===== src/rtl/sr_cmd_sequencer_pkg.sv =====
// sr_pkg: shared types and sizing for the srff bank write sequencer.
//   state_e    : sequencer FSM states
//   cnt_width(): pulse/settle timer width, sized to hold max(PULSE_W, SETTLE_CYC)
package sr_pkg;

    typedef enum logic [1:0] {
        IDLE   = 2'd0,
        SET    = 2'd1,
        RST    = 2'd2,
        SETTLE = 2'd3
    } state_e;

    localparam int PULSE_W_DEF    = 1;
    localparam int SETTLE_CYC_DEF = 2;

    function automatic int cnt_width(input int pw, input int sc);
        int m;
        m = (pw > sc) ? pw : sc;
        return (m < 1) ? 1 : $clog2(m + 1);
    endfunction

    localparam int CNT_W_DEF = cnt_width(PULSE_W_DEF, SETTLE_CYC_DEF);

endpackage


===== src/rtl/sr_cmd_sequencer_if.sv =====
// Request/response bundle of the srff bank write sequencer.
//   tgt   : requested bank value        (master -> slave)
//   valid : request valid               (master -> slave)
//   ready : sequencer idle, can accept  (slave -> master)
//   done  : one-cycle completion strobe (slave -> master)
//   err   : any read-back mismatch, valid with done
//   mism  : per-bit read-back mismatch, holds until the next done
interface sr_cmd_sequencer_if #(
    parameter int N = 8
);
    logic [N-1:0] tgt;
    logic         valid;
    logic         ready;
    logic         done;
    logic         err;
    logic [N-1:0] mism;

    modport master (output tgt, output valid, input ready, input done, input err, input mism);
    modport slave  (input tgt, input valid, output ready, output done, output err, output mism);
endinterface


===== src/rtl/sr_cmd_sequencer_pulse_timer.sv =====
// sr_pulse_timer: loadable down-counter shared by the SET, RST and SETTLE phases.
//   clk, rst_n  : clock, async active-low reset
//   load_i      : load load_val_i this cycle (asserted on every phase entry)
//   load_val_i  : phase length minus one
//   tc_o        : terminal count, high in the last cycle of the phase
module sr_pulse_timer #(
    parameter int CNT_W = 2
) (
    input  logic             clk,
    input  logic             rst_n,
    input  logic             load_i,
    input  logic [CNT_W-1:0] load_val_i,
    output logic             tc_o
);

    logic [CNT_W-1:0] cnt_q, cnt_d;

    // Saturates at zero; every phase entry reloads, so it never wraps.
    always_comb begin
        cnt_d = cnt_q;
        if (load_i)
            cnt_d = load_val_i;
        else if (cnt_q != '0)
            cnt_d = cnt_q - CNT_W'(1);
    end

    always_ff @(posedge clk or negedge rst_n) begin
        if (!rst_n) cnt_q <= '0;
        else        cnt_q <= cnt_d;
    end

    assign tc_o = (cnt_q == '0);

endmodule


===== src/rtl/sr_cmd_sequencer.sv =====
// sr_cmd_sequencer: write-side driver for a bank of N srff cells.
// Accepts a target vector, pulses s_o on the bits that must rise, then r_o on
// the bits that must fall, waits a settle window and reports the read-back.
//   clk, rst_n : clock, async active-low reset
//   req        : request/response bundle (slave side)
//   q_i        : live q outputs of the srff bank
//   s_o, r_o   : registered set / reset pulses to the bank (never both active)
module sr_cmd_sequencer
    import sr_pkg::*;
#(
    parameter int N          = 8,
    parameter int PULSE_W    = PULSE_W_DEF,
    parameter int SETTLE_CYC = SETTLE_CYC_DEF
) (
    input  logic                clk,
    input  logic                rst_n,
    sr_cmd_sequencer_if.slave   req,
    input  logic [N-1:0]        q_i,
    output logic [N-1:0]        s_o,
    output logic [N-1:0]        r_o
);

    localparam int CNT_W = cnt_width(PULSE_W, SETTLE_CYC);
    localparam logic [CNT_W-1:0] PW_LD = CNT_W'(PULSE_W - 1);
    localparam logic [CNT_W-1:0] SC_LD = CNT_W'(SETTLE_CYC - 1);

    state_e         state_q, state_d;
    logic [N-1:0]   tgt_q, tgt_d;
    logic [N-1:0]   setm_q, setm_d;
    logic [N-1:0]   rstm_q, rstm_d;
    logic [N-1:0]   s_q, s_d;
    logic [N-1:0]   r_q, r_d;
    logic [N-1:0]   mism_q, mism_d;
    logic           err_q, err_d;
    logic           done_q, done_d;

    logic             tmr_load;
    logic [CNT_W-1:0] tmr_val;
    logic             tmr_tc;

    logic [N-1:0]   acc_setm, acc_rstm;

    assign acc_setm = req.tgt & ~q_i;
    assign acc_rstm = ~req.tgt & q_i;

    sr_pulse_timer #(.CNT_W(CNT_W)) u_timer (
        .clk        (clk),
        .rst_n      (rst_n),
        .load_i     (tmr_load),
        .load_val_i (tmr_val),
        .tc_o       (tmr_tc)
    );

    // Pulse outputs are loaded on the same edge as the state, so s_o/r_o are
    // glitch-free and the SET->RST hand-over drops s and raises r together.
    always_comb begin
        state_d  = state_q;
        tgt_d    = tgt_q;
        setm_d   = setm_q;
        rstm_d   = rstm_q;
        s_d      = '0;
        r_d      = '0;
        mism_d   = mism_q;
        err_d    = err_q;
        done_d   = 1'b0;
        tmr_load = 1'b0;
        tmr_val  = '0;

        unique case (state_q)
            IDLE: begin
                if (req.valid) begin
                    tgt_d    = req.tgt;
                    setm_d   = acc_setm;
                    rstm_d   = acc_rstm;
                    tmr_load = 1'b1;
                    if (acc_setm != '0) begin
                        state_d = SET;
                        s_d     = acc_setm;
                        tmr_val = PW_LD;
                    end else if (acc_rstm != '0) begin
                        state_d = RST;
                        r_d     = acc_rstm;
                        tmr_val = PW_LD;
                    end else begin
                        state_d = SETTLE;
                        tmr_val = SC_LD;
                    end
                end
            end
            SET: begin
                tmr_load = tmr_tc;
                if (!tmr_tc) begin
                    s_d = setm_q;
                end else if (rstm_q != '0) begin
                    state_d = RST;
                    r_d     = rstm_q;
                    tmr_val = PW_LD;
                end else begin
                    state_d = SETTLE;
                    tmr_val = SC_LD;
                end
            end
            RST: begin
                tmr_load = tmr_tc;
                if (!tmr_tc) begin
                    r_d = rstm_q;
                end else begin
                    state_d = SETTLE;
                    tmr_val = SC_LD;
                end
            end
            SETTLE: begin
                if (tmr_tc) begin
                    state_d = IDLE;
                    mism_d  = q_i ^ tgt_q;
                    err_d   = |(q_i ^ tgt_q);
                    done_d  = 1'b1;
                end
            end
            default: state_d = IDLE;
        endcase
    end

    always_ff @(posedge clk or negedge rst_n) begin
        if (!rst_n) begin
            state_q <= IDLE;
            tgt_q   <= '0;
            setm_q  <= '0;
            rstm_q  <= '0;
            s_q     <= '0;
            r_q     <= '0;
            mism_q  <= '0;
            err_q   <= 1'b0;
            done_q  <= 1'b0;
        end else begin
            state_q <= state_d;
            tgt_q   <= tgt_d;
            setm_q  <= setm_d;
            rstm_q  <= rstm_d;
            s_q     <= s_d;
            r_q     <= r_d;
            mism_q  <= mism_d;
            err_q   <= err_d;
            done_q  <= done_d;
        end
    end

    assign s_o       = s_q;
    assign r_o       = r_q;
    assign req.ready = (state_q == IDLE);
    assign req.done  = done_q;
    assign req.err   = err_q;
    assign req.mism  = mism_q;

endmodule


===== src/flat_wrapper.sv =====
// flat-port wrapper written by rule: the top's interface ports become plain ports
module sr_cmd_sequencer_flat import sr_pkg::*;
#(
    parameter int N          = 8,
    parameter int PULSE_W    = PULSE_W_DEF,
    parameter int SETTLE_CYC = SETTLE_CYC_DEF
)
  (clk, rst_n, q_i, s_o, r_o, req_tgt, req_valid, req_ready, req_done, req_err, req_mism);
  sr_cmd_sequencer_if #(.N(N)) req_i ();
  input  logic clk;
  input  logic rst_n;
  input  logic [N-1:0] q_i;
  output logic [N-1:0] s_o;
  output logic [N-1:0] r_o;
  input wire logic [$bits(req_i.tgt)-1:0] req_tgt;
  input wire logic [$bits(req_i.valid)-1:0] req_valid;
  output wire logic [$bits(req_i.ready)-1:0] req_ready;
  output wire logic [$bits(req_i.done)-1:0] req_done;
  output wire logic [$bits(req_i.err)-1:0] req_err;
  output wire logic [$bits(req_i.mism)-1:0] req_mism;
  assign req_i.tgt = req_tgt;
  assign req_i.valid = req_valid;
  assign req_ready = req_i.ready;
  assign req_done = req_i.done;
  assign req_err = req_i.err;
  assign req_mism = req_i.mism;
  sr_cmd_sequencer #(.N(N), .PULSE_W(PULSE_W), .SETTLE_CYC(SETTLE_CYC)) u_core (.clk(clk), .rst_n(rst_n), .req(req_i), .q_i(q_i), .s_o(s_o), .r_o(r_o));
endmodule

===== config.mk =====
export PLATFORM = sky130hd
export DESIGN_NAME = sr_cmd_sequencer_flat
export DESIGN_NICKNAME = d
export VERILOG_FILES = /design/src/rtl/sr_cmd_sequencer_pkg.sv /design/src/rtl/sr_cmd_sequencer_if.sv /design/src/rtl/sr_cmd_sequencer_pulse_timer.sv /design/src/rtl/sr_cmd_sequencer.sv /design/src/flat_wrapper.sv
export SDC_FILE = /design/constraint.sdc
export NUM_CORES = 1
export LEC_CHECK = 0
export CAP_MARGIN = 20
export CORE_UTILIZATION = 55
export CTS_BUF_LIST = sky130_fd_sc_hd__clkbuf_8
export DETAILED_ROUTE_END_ITERATION = 16
export PLACE_DENSITY = 0.85
export SLEW_MARGIN = 20
export SYNTH_ARGS = -nofsm -noshare
export SYNTH_HDL_FRONTEND = slang
export SYNTH_SLANG_ARGS = --single-unit

===== constraint.sdc =====
create_clock -name clk -period 2.81 [get_ports clk]
set_input_delay 0.281 -clock clk [delete_from_list [all_inputs] [get_ports clk]]
set_output_delay 0.281 -clock clk [all_outputs]
set_load 0.01 [all_outputs]

==> flow_summary_export.csv, run 1 <==
group,metric,value,unit
sta,tightest_slew,0.908,ns
cts,cts_root_buf,"clkbuf_8",
logic_synthesis,synth.avg_cell_area,10.8,µm²
cts,clk_latency,0.31,ns
logic_synthesis,ys_ff_latch,54,
run_status,status,"finished, final reports clean",
worst_setup_path,reg2reg_to,"u_core.u_timer.cnt_q[0]",
worst_setup_path,crit_path_max_fanout,5,
logic_synthesis,synth-async-reset-ratio,1.00,
cts,htreeDepth,2,
sta,fin_tns_setup,0,ns
worst_setup_path,crit_type,"reg -> out",
cts,clk_pin_slew,0.09,ns
logic_synthesis,syn_inst,229,
logic_synthesis,yosys_warnings,0,
drt,routed_wl,5080,µm
final_layout,syn_to_final_growth,23.1,%
final_layout,layout_common_cells,"54 x dfrtp_1, 44 x clkdlybuf4s50_1, 39 x nand2_1",
drt,ant_nets,0,
sta,setup_viol,0,
worst_setup_path,r2r_setup_slack,0.96,ns
floorplanning,die_w,68.9,µm
placed_design,place_ws,0.952,ns
sta,finalCritPeriodShare,0.691,
placed_design,place_congestion,0.855,
final_layout,final_common_cell,"dfrtp_1",
cts,cts_setup_buffers,0,
worst_setup_path,cp.arrival,1.66,ns
global_route,grt_pass1_vias,1783,
logic_synthesis,syn_area,2460,µm²
floorplanning,fp-row-count,23,
drt,vias,1805,
global_route,grt_max_degree,42,
worst_setup_path,critPathTopFamily,"buffers and inverters",
global_route,gr-total-overflow,0,
job,maxCapViolations,0,
global_route,grt_pass1_wl,8490,µm
floorplanning,core,4140,µm²
cts,cts_tree,"yes",
worst_setup_path,slowest_delay,0.58,ns
final_layout,antenna-diode-count,0,
logic_synthesis,syn_nets,253,
hold_path,worstHoldPathType,"in -> async",
cts,cts-hold-fix-buffers,0,
logic_synthesis,seq_area_frac_synth,0.548,
cts,clockBufferDepth,2,
floorplanning,dieArea,4750,µm²
worst_setup_path,critPathSlowestCell,"clkdlybuf4s50_1",
sta,finalCriticalPeriod,1.94,ns
sta,relSlewSlack,0.395,
drt,viasPerCell,5.54,
cts,cts-resized-gates,0,
power_and_ir_drop,power_density,951,nW/µm²
worst_setup_path,crit_buf_inv,2,
sta,clock.fmax,515,MHz
worst_setup_path,crit_path_start_kind,"register",
sta,final_hold_viol_count,0,
global_route,antenna_found_initial,0,
global_route,grt_use_total,0.255,
placed_design,port_buffers,45,
power_and_ir_drop,p_leak,1.33,nW
drt,first_pass_iters,4,
drt,wl_per_cell,15.6,µm
power_and_ir_drop,ir_drop,0.542,mV
cts,numCtsBuffers,5,
logic_synthesis,synth_edf_count,0,
sta,clock-skew-final,0.00968,ns
final_layout,post-route-util,0.732,
worst_setup_path,r2r_start,"u_core.state_q[0]",
worst_setup_path,worstPathCellList,"inv_1, ha_1, clkdlybuf4s50_1",
sta,worst_slack,0.868,ns
final_layout,nets,299,
sta,slew_viol_final,0,
floorplanning,initial_core_util,0.595,
final_layout,drive_above_1_share,0.138,
drt,drt_iter0_markers,106,
worst_setup_path,crit_required,2.53,ns
placed_design,post-dp-hpwl,3790,µm
floorplanning,io_pins,46,
sta,rsz0062_at_grt,"no",
drt,drc,0,
worst_setup_path,reg2regPathDepth,8,
floorplanning,dieHeight,68.9,µm
worst_setup_path,worstSetupEndpointType,"primary output",
logic_synthesis,synth.distinct_cells,37,
logic_synthesis,synth_ff_type,"dfrtp_1",
cts,cts.sinks,54,
-- final cells by class --
type,instances,area (µm²)
multi-input cells,160,1040
well taps,50,62.6
flip-flops and latches,54,1350
inverters,5,18.8
clock inverters,3,17.5
fillers,331,1110
clock buffers,5,68.8
repair buffers,49,475
-- flip-flops by register name, indices dropped and copies added (netlist names) --
name	cells
u_core.req.mism	8
u_core.setm_q	8
u_core.s_o	8
u_core.state_q	2
u_core.u_timer.cnt_q	2
u_core.req.err	1
u_core.rstm_q	8
u_core.r_o	8
u_core.tgt_q	8
u_core.req.done	1
-- logic make-up (layout without fill, tap and decap cells) --
family,Yosys count,in the layout,share of synthesized area
flops,54,54,0.548
mux,11,11,0.0503
compound gates,43,43,0.107
fa+ha+maj,5,5,0.0254
xor+xnor,8,8,0.0284
simple gates,93,93,0.211
buf+inv,15,62,0.0294
-- per-layer routing --
metal	routed length, µm	vias up	share of wire	GRT usage
li1	-	871	-	-
met1	2260	863	0.44	0.338
met2	2420	61	0.48	0.394
met3	299	10	0.059	0.0658
met4	105	0	0.021	0.110
met5	0	-	0	0
-- power breakdown --
group	switching, W	total, W	internal (W)	leakage (nW)
registers	0.000177	0.00125	0.00108	0.678
clock network	0.000250	0.000422	0.000173	0.0493
logic	0.000629	0.00121	0.000583	0.604
total	0.00106	0.00289	0.00183	1.33
-- worst register-to-register path: cells and delay by family, from the launching register on --
kind	cells	cell delay [ns]
AO/OA/AOI/OAI	3	0.53
buffers and inverters	2	0.31
flip-flops	1	0.43
AND/OR/NAND/NOR	2	0.20
adder cells (fa/ha/maj)	1	0.25
-- stage by stage --
step | total power (W) | cell area (µm²) | instances | hold WS [ns]
after floorplan | 0.00202 | 2460 | 229 | -0.0146
after global placement | 0.00242 | 2950 | 318 | 0.451
after detailed placement | 0.00248 | 2950 | 318 | 0.469
after CTS | 0.00290 | 3040 | 326 | 0.134
after global routing | 0.00310 | 3040 | 326 | 0.162
final | 0.00289 | 3040 | 326 | 0.0936
-- Yosys cell counts, drive strengths merged (2+ instances only) --
library cell / instances / area [µm²]
xnor2: 8 / 70.1
nor4: 2 / 42.5
mux2: 11 / 124
nor3: 5 / 36.3
ha: 5 / 62.6
clkbuf: 2 / 7.51
and2: 2 / 12.5
nand2: 39 / 146
nand4: 5 / 52.6
and2b: 4 / 32.5
or2b: 4 / 30.0
a32oi: 2 / 17.5
nand2b: 4 / 27.5
nor2b: 5 / 46.3
dfrtp: 54 / 1350
a21oi: 12 / 60.1
nor2: 22 / 85.1
buf: 8 / 46.3
o21ai: 17 / 85.1
inv: 5 / 18.8
a22oi: 6 / 45.0
-- worst max-delay path by stage --
stage                         endpoint               from  slack (ns)  cells past startpoint
2_1_floorplan  u_core.u_timer.cnt_q[0]  u_core.state_q[0]        1.25                      7
4_1_cts                      req_ready  u_core.state_q[0]        0.87                      3
6_report                     req_ready  u_core.state_q[0]        0.87                      3
3_3_place_gp   u_core.u_timer.cnt_q[0]          req_valid        0.97                      7
5_1_grt                      req_ready  u_core.state_q[1]        0.82                      3
3_5_place_dp   u_core.u_timer.cnt_q[0]          req_valid        0.95                      7
No activity file was read; power rests on OpenSTA's default activity.
==> run 2: changes to the inputs <==
--- a/config.mk
+++ b/config.mk
@@ -6,10 +6,10 @@
 export NUM_CORES = 1
 export LEC_CHECK = 0
 export CAP_MARGIN = 20
-export CORE_UTILIZATION = 55
+export CORE_UTILIZATION = 48
 export CTS_BUF_LIST = sky130_fd_sc_hd__clkbuf_8
 export DETAILED_ROUTE_END_ITERATION = 16
-export PLACE_DENSITY = 0.85
+export PLACE_DENSITY = 0.78
 export SLEW_MARGIN = 20
 export SYNTH_ARGS = -nofsm -noshare
 export SYNTH_HDL_FRONTEND = slang
==> constraint.sdc (replaced) <==
create_clock -name clk -period 1.7 [get_ports clk]
set_input_delay 0.17 -clock clk [delete_from_list [all_inputs] [get_ports clk]]
set_output_delay 0.17 -clock clk [all_outputs]
set_load 0.01 [all_outputs]
==> run 2 against run 1 <==
Register-to-register slack lost 0.92 ns; clock skew shrank 0.0067 ns; via count grew 3.3%; highest routed layer unchanged; clock power grew 100%; sequential cell count is the same.
==> flow_summary_export.csv, run 2 (synthesis gave the netlist of run 1 again) <==
group,metric,value,unit
worst_setup_path,crit_required,1.89,ns
sta,final_hold_viol_count,0,
placed_design,place_ws,-0.0202,ns
sta,finalCriticalPeriod,1.66,ns
power_and_ir_drop,power_density,1610,nW/µm²
placed_design,dpl_cell_area,3050,µm²
global_route,grt_max_degree,35,
drt,drt_iter0_markers,139,
cts,cts.sinks,54,
drt,ant_nets,0,
job,maxCapViolations,0,
power_and_ir_drop,seq_power_share,0.397,
power_and_ir_drop,internal_power,0.00337,W
power_and_ir_drop,p_total,0.00517,W
drt,viasPerCell,5.27,
power_and_ir_drop,power_frac_comb,0.437,
hold_path,worstHoldPathType,"in -> async",
final_layout,drive_above_1_share,0.188,
cts,clockBufferDepth,2,
sta,worst_slack,0.0411,ns
floorplanning,fp-row-count,25,
worst_setup_path,reg2reg_to,"u_core.tgt_q[0]",
final_layout,antenna-diode-count,0,
global_route,grt_pass1_wl,8470,µm
final_layout,final_common_cell,"dfrtp_1",
drt,first_pass_iters,4,
run_status,status,"finished, final reports clean",
power_and_ir_drop,power_frac_clock,0.166,
sta,fin_tns_setup,0,ns
cts,clk_latency,0.30,ns
sta,rsz0062_at_grt,"yes",
final_layout,layout_common_cells,"54 x dfrtp_1, 43 x clkdlybuf4s50_1, 39 x nand2_1",
sta,clock-skew-final,0.00297,ns
drt,wl_per_cell,14.6,µm
sta,slew_viol_final,0,
sta,tightest_slew,0.474,ns
power_and_ir_drop,p_sw_frac,0.347,
worst_setup_path,crit_path_max_fanout,17,
sta,setup_viol,0,
global_route,grt_use_total,0.211,
drt,vias,1865,
power_and_ir_drop,p_leak,1.41,nW
floorplanning,die_w,73.7,µm
floorplanning,dieHeight,73.7,µm
power_and_ir_drop,p_sw,0.00179,W
final_layout,finalNonFillerCells,354,
power_and_ir_drop,ir_drop,0.548,mV
worst_setup_path,r2r_setup_slack,0.04,ns
global_route,grt_pass1_vias,1750,
cts,cts_tree,"yes",
global_route,gr-total-overflow,0,
worst_setup_path,cp.arrival,1.85,ns
worst_setup_path,reg2regPathDepth,5,
floorplanning,dieArea,5430,µm²
floorplanning,initial_core_util,0.512,
cts,htreeDepth,2,
cts,cts_root_buf,"clkbuf_8",
placed_design,port_buffers,45,
worst_setup_path,crit_path_start_kind,"register",
final_layout,nets,311,
worst_setup_path,crit_type,"reg -> reg",
cts,numCtsBuffers,5,
final_layout,design_area,3210,µm²
placed_design,dp.cells,344,
floorplanning,core,4820,µm²
sta,relSlewSlack,0.684,
sta,clock.fmax,603,MHz
drt,routed_wl,5180,µm
floorplanning,io_pins,46,
placed_design,place_congestion,0.918,
final_layout,syn_to_final_growth,30.4,%
drt,drc,0,
worst_setup_path,r2r_start,"u_core.state_q[0]",
sta,finalCritPeriodShare,0.976,
cts,clk_pin_slew,0.09,ns
placed_design,post-dp-hpwl,3870,µm
worst_setup_path,worstSetupEndpointType,"register",
global_route,antenna_found_initial,0,
==> run 2: layer usage <==
metal / vias to the layer above / track usage / share of wire
li1: 887 / - / -
met1: 901 / 0.290 / 0.45
met2: 69 / 0.352 / 0.49
met3: 8 / 0.0329 / 0.045
met4: 0 / 0.0513 / 0.012
met5: - / 0 / 0
==> run 2: worst max-delay path by stage <==
stage	start	endpoint	slack (ns)	cells after the start
after detailed placement	q_i[1]	u_core.state_q[0]	-0.02	6
final	u_core.state_q[0]	u_core.tgt_q[0]	0.04	5
after global routing	u_core.state_q[0]	u_core.tgt_q[2]	-0.02	5
after global placement	q_i[1]	u_core.state_q[0]	0.02	6
after CTS	u_core.u_timer.cnt_q[0]	u_core.r_o[4]	0.03	5
after floorplan	u_core.state_q[0]	u_core.u_timer.cnt_q[0]	0.14	7
==> run 2: power by group through the flow <==
stage / sequential, W / combinational, W / clock [W]
final: 0.00205 / 0.00226 / 0.000860
after CTS: 0.00205 / 0.00218 / 0.000881
after global placement: 0.00206 / 0.00207 / 0
after floorplan: 0.00212 / 0.00122 / 0
after global routing: 0.00211 / 0.00248 / 0.000925
after detailed placement: 0.00208 / 0.00213 / 0
==> run 2: repair_timing <==
| action | in CTS | in global routing |
|---|---|---|
| buffers inserted | 2 | 0 |
| pin swaps | 0 | 2 |
| endpoints found under the hold margin | 20 | 0 |
| gates resized for setup | 1 | 7 |
| hold buffers | 1 | 0 |
| cloned | 0 | 0 |
| setup endpoints to repair | 1 | 15 |
==> run 2: worst max-delay path: stages, from the launching register on <==
cell	delay (ns)
dfrtp_1	0.38
inv_1	0.08
ha_1	0.21
nand2_1	0.24
buf_4	0.27
mux2_2	0.36
==> run 2: cell type report <==
cell class,count,area [µm²]
Clock inverter,1,30.0
Timing Repair Buffer,61,583
Fill cell,387,1600
Sequential cell,54,1350
Inverter,5,18.8
Clock buffer,6,82.6
Multi-Input combinational cell,160,1060
Tap cell,67,83.8
==> run 2: metrics by stage <==
| step | hold WS, ns | utilization |
|---|---|---|
| final | 0.347 | 0.667 |
| after global routing | 0.409 | 0.667 |
| after global placement | 0.150 | 0.633 |
| after detailed placement | 0.150 | 0.633 |
| after floorplan | -0.126 | - |
| after CTS | 0.354 | 0.662 |
==> run 3: changes to the inputs <==
--- a/config.mk
+++ b/config.mk
@@ -6,10 +6,12 @@
 export NUM_CORES = 1
 export LEC_CHECK = 0
 export CAP_MARGIN = 20
+export CORE_MARGIN = 4
 export CORE_UTILIZATION = 48
 export CTS_BUF_LIST = sky130_fd_sc_hd__clkbuf_8
 export DETAILED_ROUTE_END_ITERATION = 16
 export PLACE_DENSITY = 0.78
+export REMOVE_ABC_BUFFERS = 1
 export SLEW_MARGIN = 20
 export SYNTH_ARGS = -nofsm -noshare
 export SYNTH_HDL_FRONTEND = slang
==> run 3 against run 2 <==
Non-clock buffer count is 1 higher; utilization about the same; combinational power increased by 3%; design area is 0.70% higher; setup slack better by 0.021 ns; maximum frequency increased by 1.3%; largest power group unchanged; global-route usage is 1.9 points lower.
==> flow_summary_export.csv, run 3 (synthesis gave the netlist of run 1 again) <==
group,metric,value,unit
run_status,status,"finished, final reports clean",
sta,setup_viol,0,
power_and_ir_drop,ir_drop,0.939,mV
drt,viasPerCell,5.32,
placed_design,post-dp-hpwl,4080,µm
drt,ant_nets,0,
cts,cts.sinks,54,
global_route,grt_max_degree,36,
worst_setup_path,crit_required,1.89,ns
sta,clock.fmax,610,MHz
sta,slew_viol_final,0,
drt,wl_per_cell,15.8,µm
sta,relSlewSlack,0.679,
sta,clock-skew-final,0.00539,ns
cts,clockBufferDepth,2,
final_layout,nets,312,
drt,routed_wl,5610,µm
final_layout,multi_input_area,1080,µm²
worst_setup_path,cp.arrival,1.83,ns
global_route,grt_pass1_wl,9230,µm
cts,cts_root_buf,"clkbuf_8",
worst_setup_path,worstSetupEndpointType,"register",
job,maxCapViolations,0,
global_route,grt_pass1_vias,1939,
sta,fin_tns_setup,0,ns
drt,drt_iter0_markers,129,
cts,cts_tree,"yes",
floorplanning,dieArea,6350,µm²
sta,final_hold_viol_count,0,
final_layout,fillCellCount,381,
cts,htreeDepth,2,
drt,vias,1889,
worst_setup_path,crit_path_start_kind,"register",
sta,finalCriticalPeriod,1.64,ns
sta,tightest_slew,0.482,ns
drt,drc,0,
final_layout,seqCellArea,1350,µm²
floorplanning,initial_core_util,0.508,
global_route,grt_use_total,0.192,
hold_path,worstHoldPathType,"in -> async",
floorplanning,die_w,79.7,µm
final_layout,layout_common_cells,"54 x dfrtp_1, 43 x clkdlybuf4s50_1, 38 x nand2_1",
drt,first_pass_iters,4,
worst_setup_path,crit_path_max_fanout,8,
worst_setup_path,crit_type,"reg -> reg",
floorplanning,fp-row-count,25,
cts,clk_pin_slew,0.09,ns
power_and_ir_drop,power_density,1630,nW/µm²
placed_design,place_congestion,0.864,
final_layout,antenna-diode-count,0,
sta,hold_ws,0.350,ns
final_layout,drive_above_1_share,0.205,
cts,numCtsBuffers,5,
floorplanning,io_pins,46,
global_route,antenna_found_initial,0,
global_route,gr-total-overflow,0,
power_and_ir_drop,p_leak,1.41,nW
sta,finalCritPeriodShare,0.964,
placed_design,port_buffers,45,
final_layout,final_common_cell,"dfrtp_1",
cts,clk_latency,0.30,ns
floorplanning,core,4850,µm²
final_layout,syn_to_final_growth,31.3,%
floorplanning,dieHeight,79.7,µm
-- run 3: power breakdown --
part           total (W)  leakage (nW)  switching [W]  internal (W)
Clock           0.000869        0.0573       0.000397      0.000471
Combinational    0.00233         0.675        0.00117       0.00115
Sequential       0.00207         0.678       0.000295       0.00178
Total            0.00527          1.41        0.00187       0.00340
-- run 3: worst paths after layout --
check                                             start            endpoint  slack (ns)  depth (start not counted)
worst max-delay path            u_core.u_timer.cnt_q[0]       u_core.r_o[1]        0.06                          5
worst min-delay path                              rst_n       u_core.r_o[2]        0.35                          2
worst max register to register  u_core.u_timer.cnt_q[0]       u_core.r_o[1]        0.06                          5
worst min register to register         u_core.setm_q[0]    u_core.setm_q[0]        0.49                          2
max in group asynchronous                         rst_n  u_core.req.mism[4]        0.80                          3
min in group clk                       u_core.setm_q[0]    u_core.setm_q[0]        0.49                          2
-- run 3: worst max-delay path: stages, from the launching register on --
cell and delay [ns]:
dfrtp_1 0.42, inv_1 0.07, ha_2 0.27, mux2_2 0.45, a32oi_1 0.25, nor2_1 0.07
-- run 3: repair_timing --
action,4_1_cts,5_1_grt
resized for setup,2,10
cloned,0,0
endpoints found under the hold margin,19,0
setup endpoints to repair,5,17
hold buffers,1,0
buffers inserted,0,2
pin swaps,0,1
-- run 3: per-layer routing --
metal | vias up | wire, µm | GRT usage
li1 | 892 | - | -
met1 | 912 | 2410 | 0.248
met2 | 71 | 2680 | 0.314
met3 | 14 | 378 | 0.0440
met4 | 0 | 136 | 0.0687
met5 | - | 0 | 0
-- run 3: cell type report --
cell class / count / share of cell area
Inverter: 5 / 0.00580
Multi-Input combinational cell: 160 / 0.333
Sequential cell: 54 / 0.418
Tap cell: 67 / 0.0259
Timing Repair Buffer: 62 / 0.183
Clock buffer: 6 / 0.0255
Clock inverter: 1 / 0.00928
-- run 3: through the flow --
stage	std cells	util	worst slack, ns	area, µm²	power, W
floorplan	219	-	-0.463	2410	0.00326
global placement	345	0.631	-0.0249	3060	0.00415
detailed placement	345	0.631	-0.0193	3060	0.00424
CTS	353	0.657	0.0385	3180	0.00513
global route	355	0.667	-0.0106	3240	0.00562
finish	355	0.667	0.0618	3240	0.00527
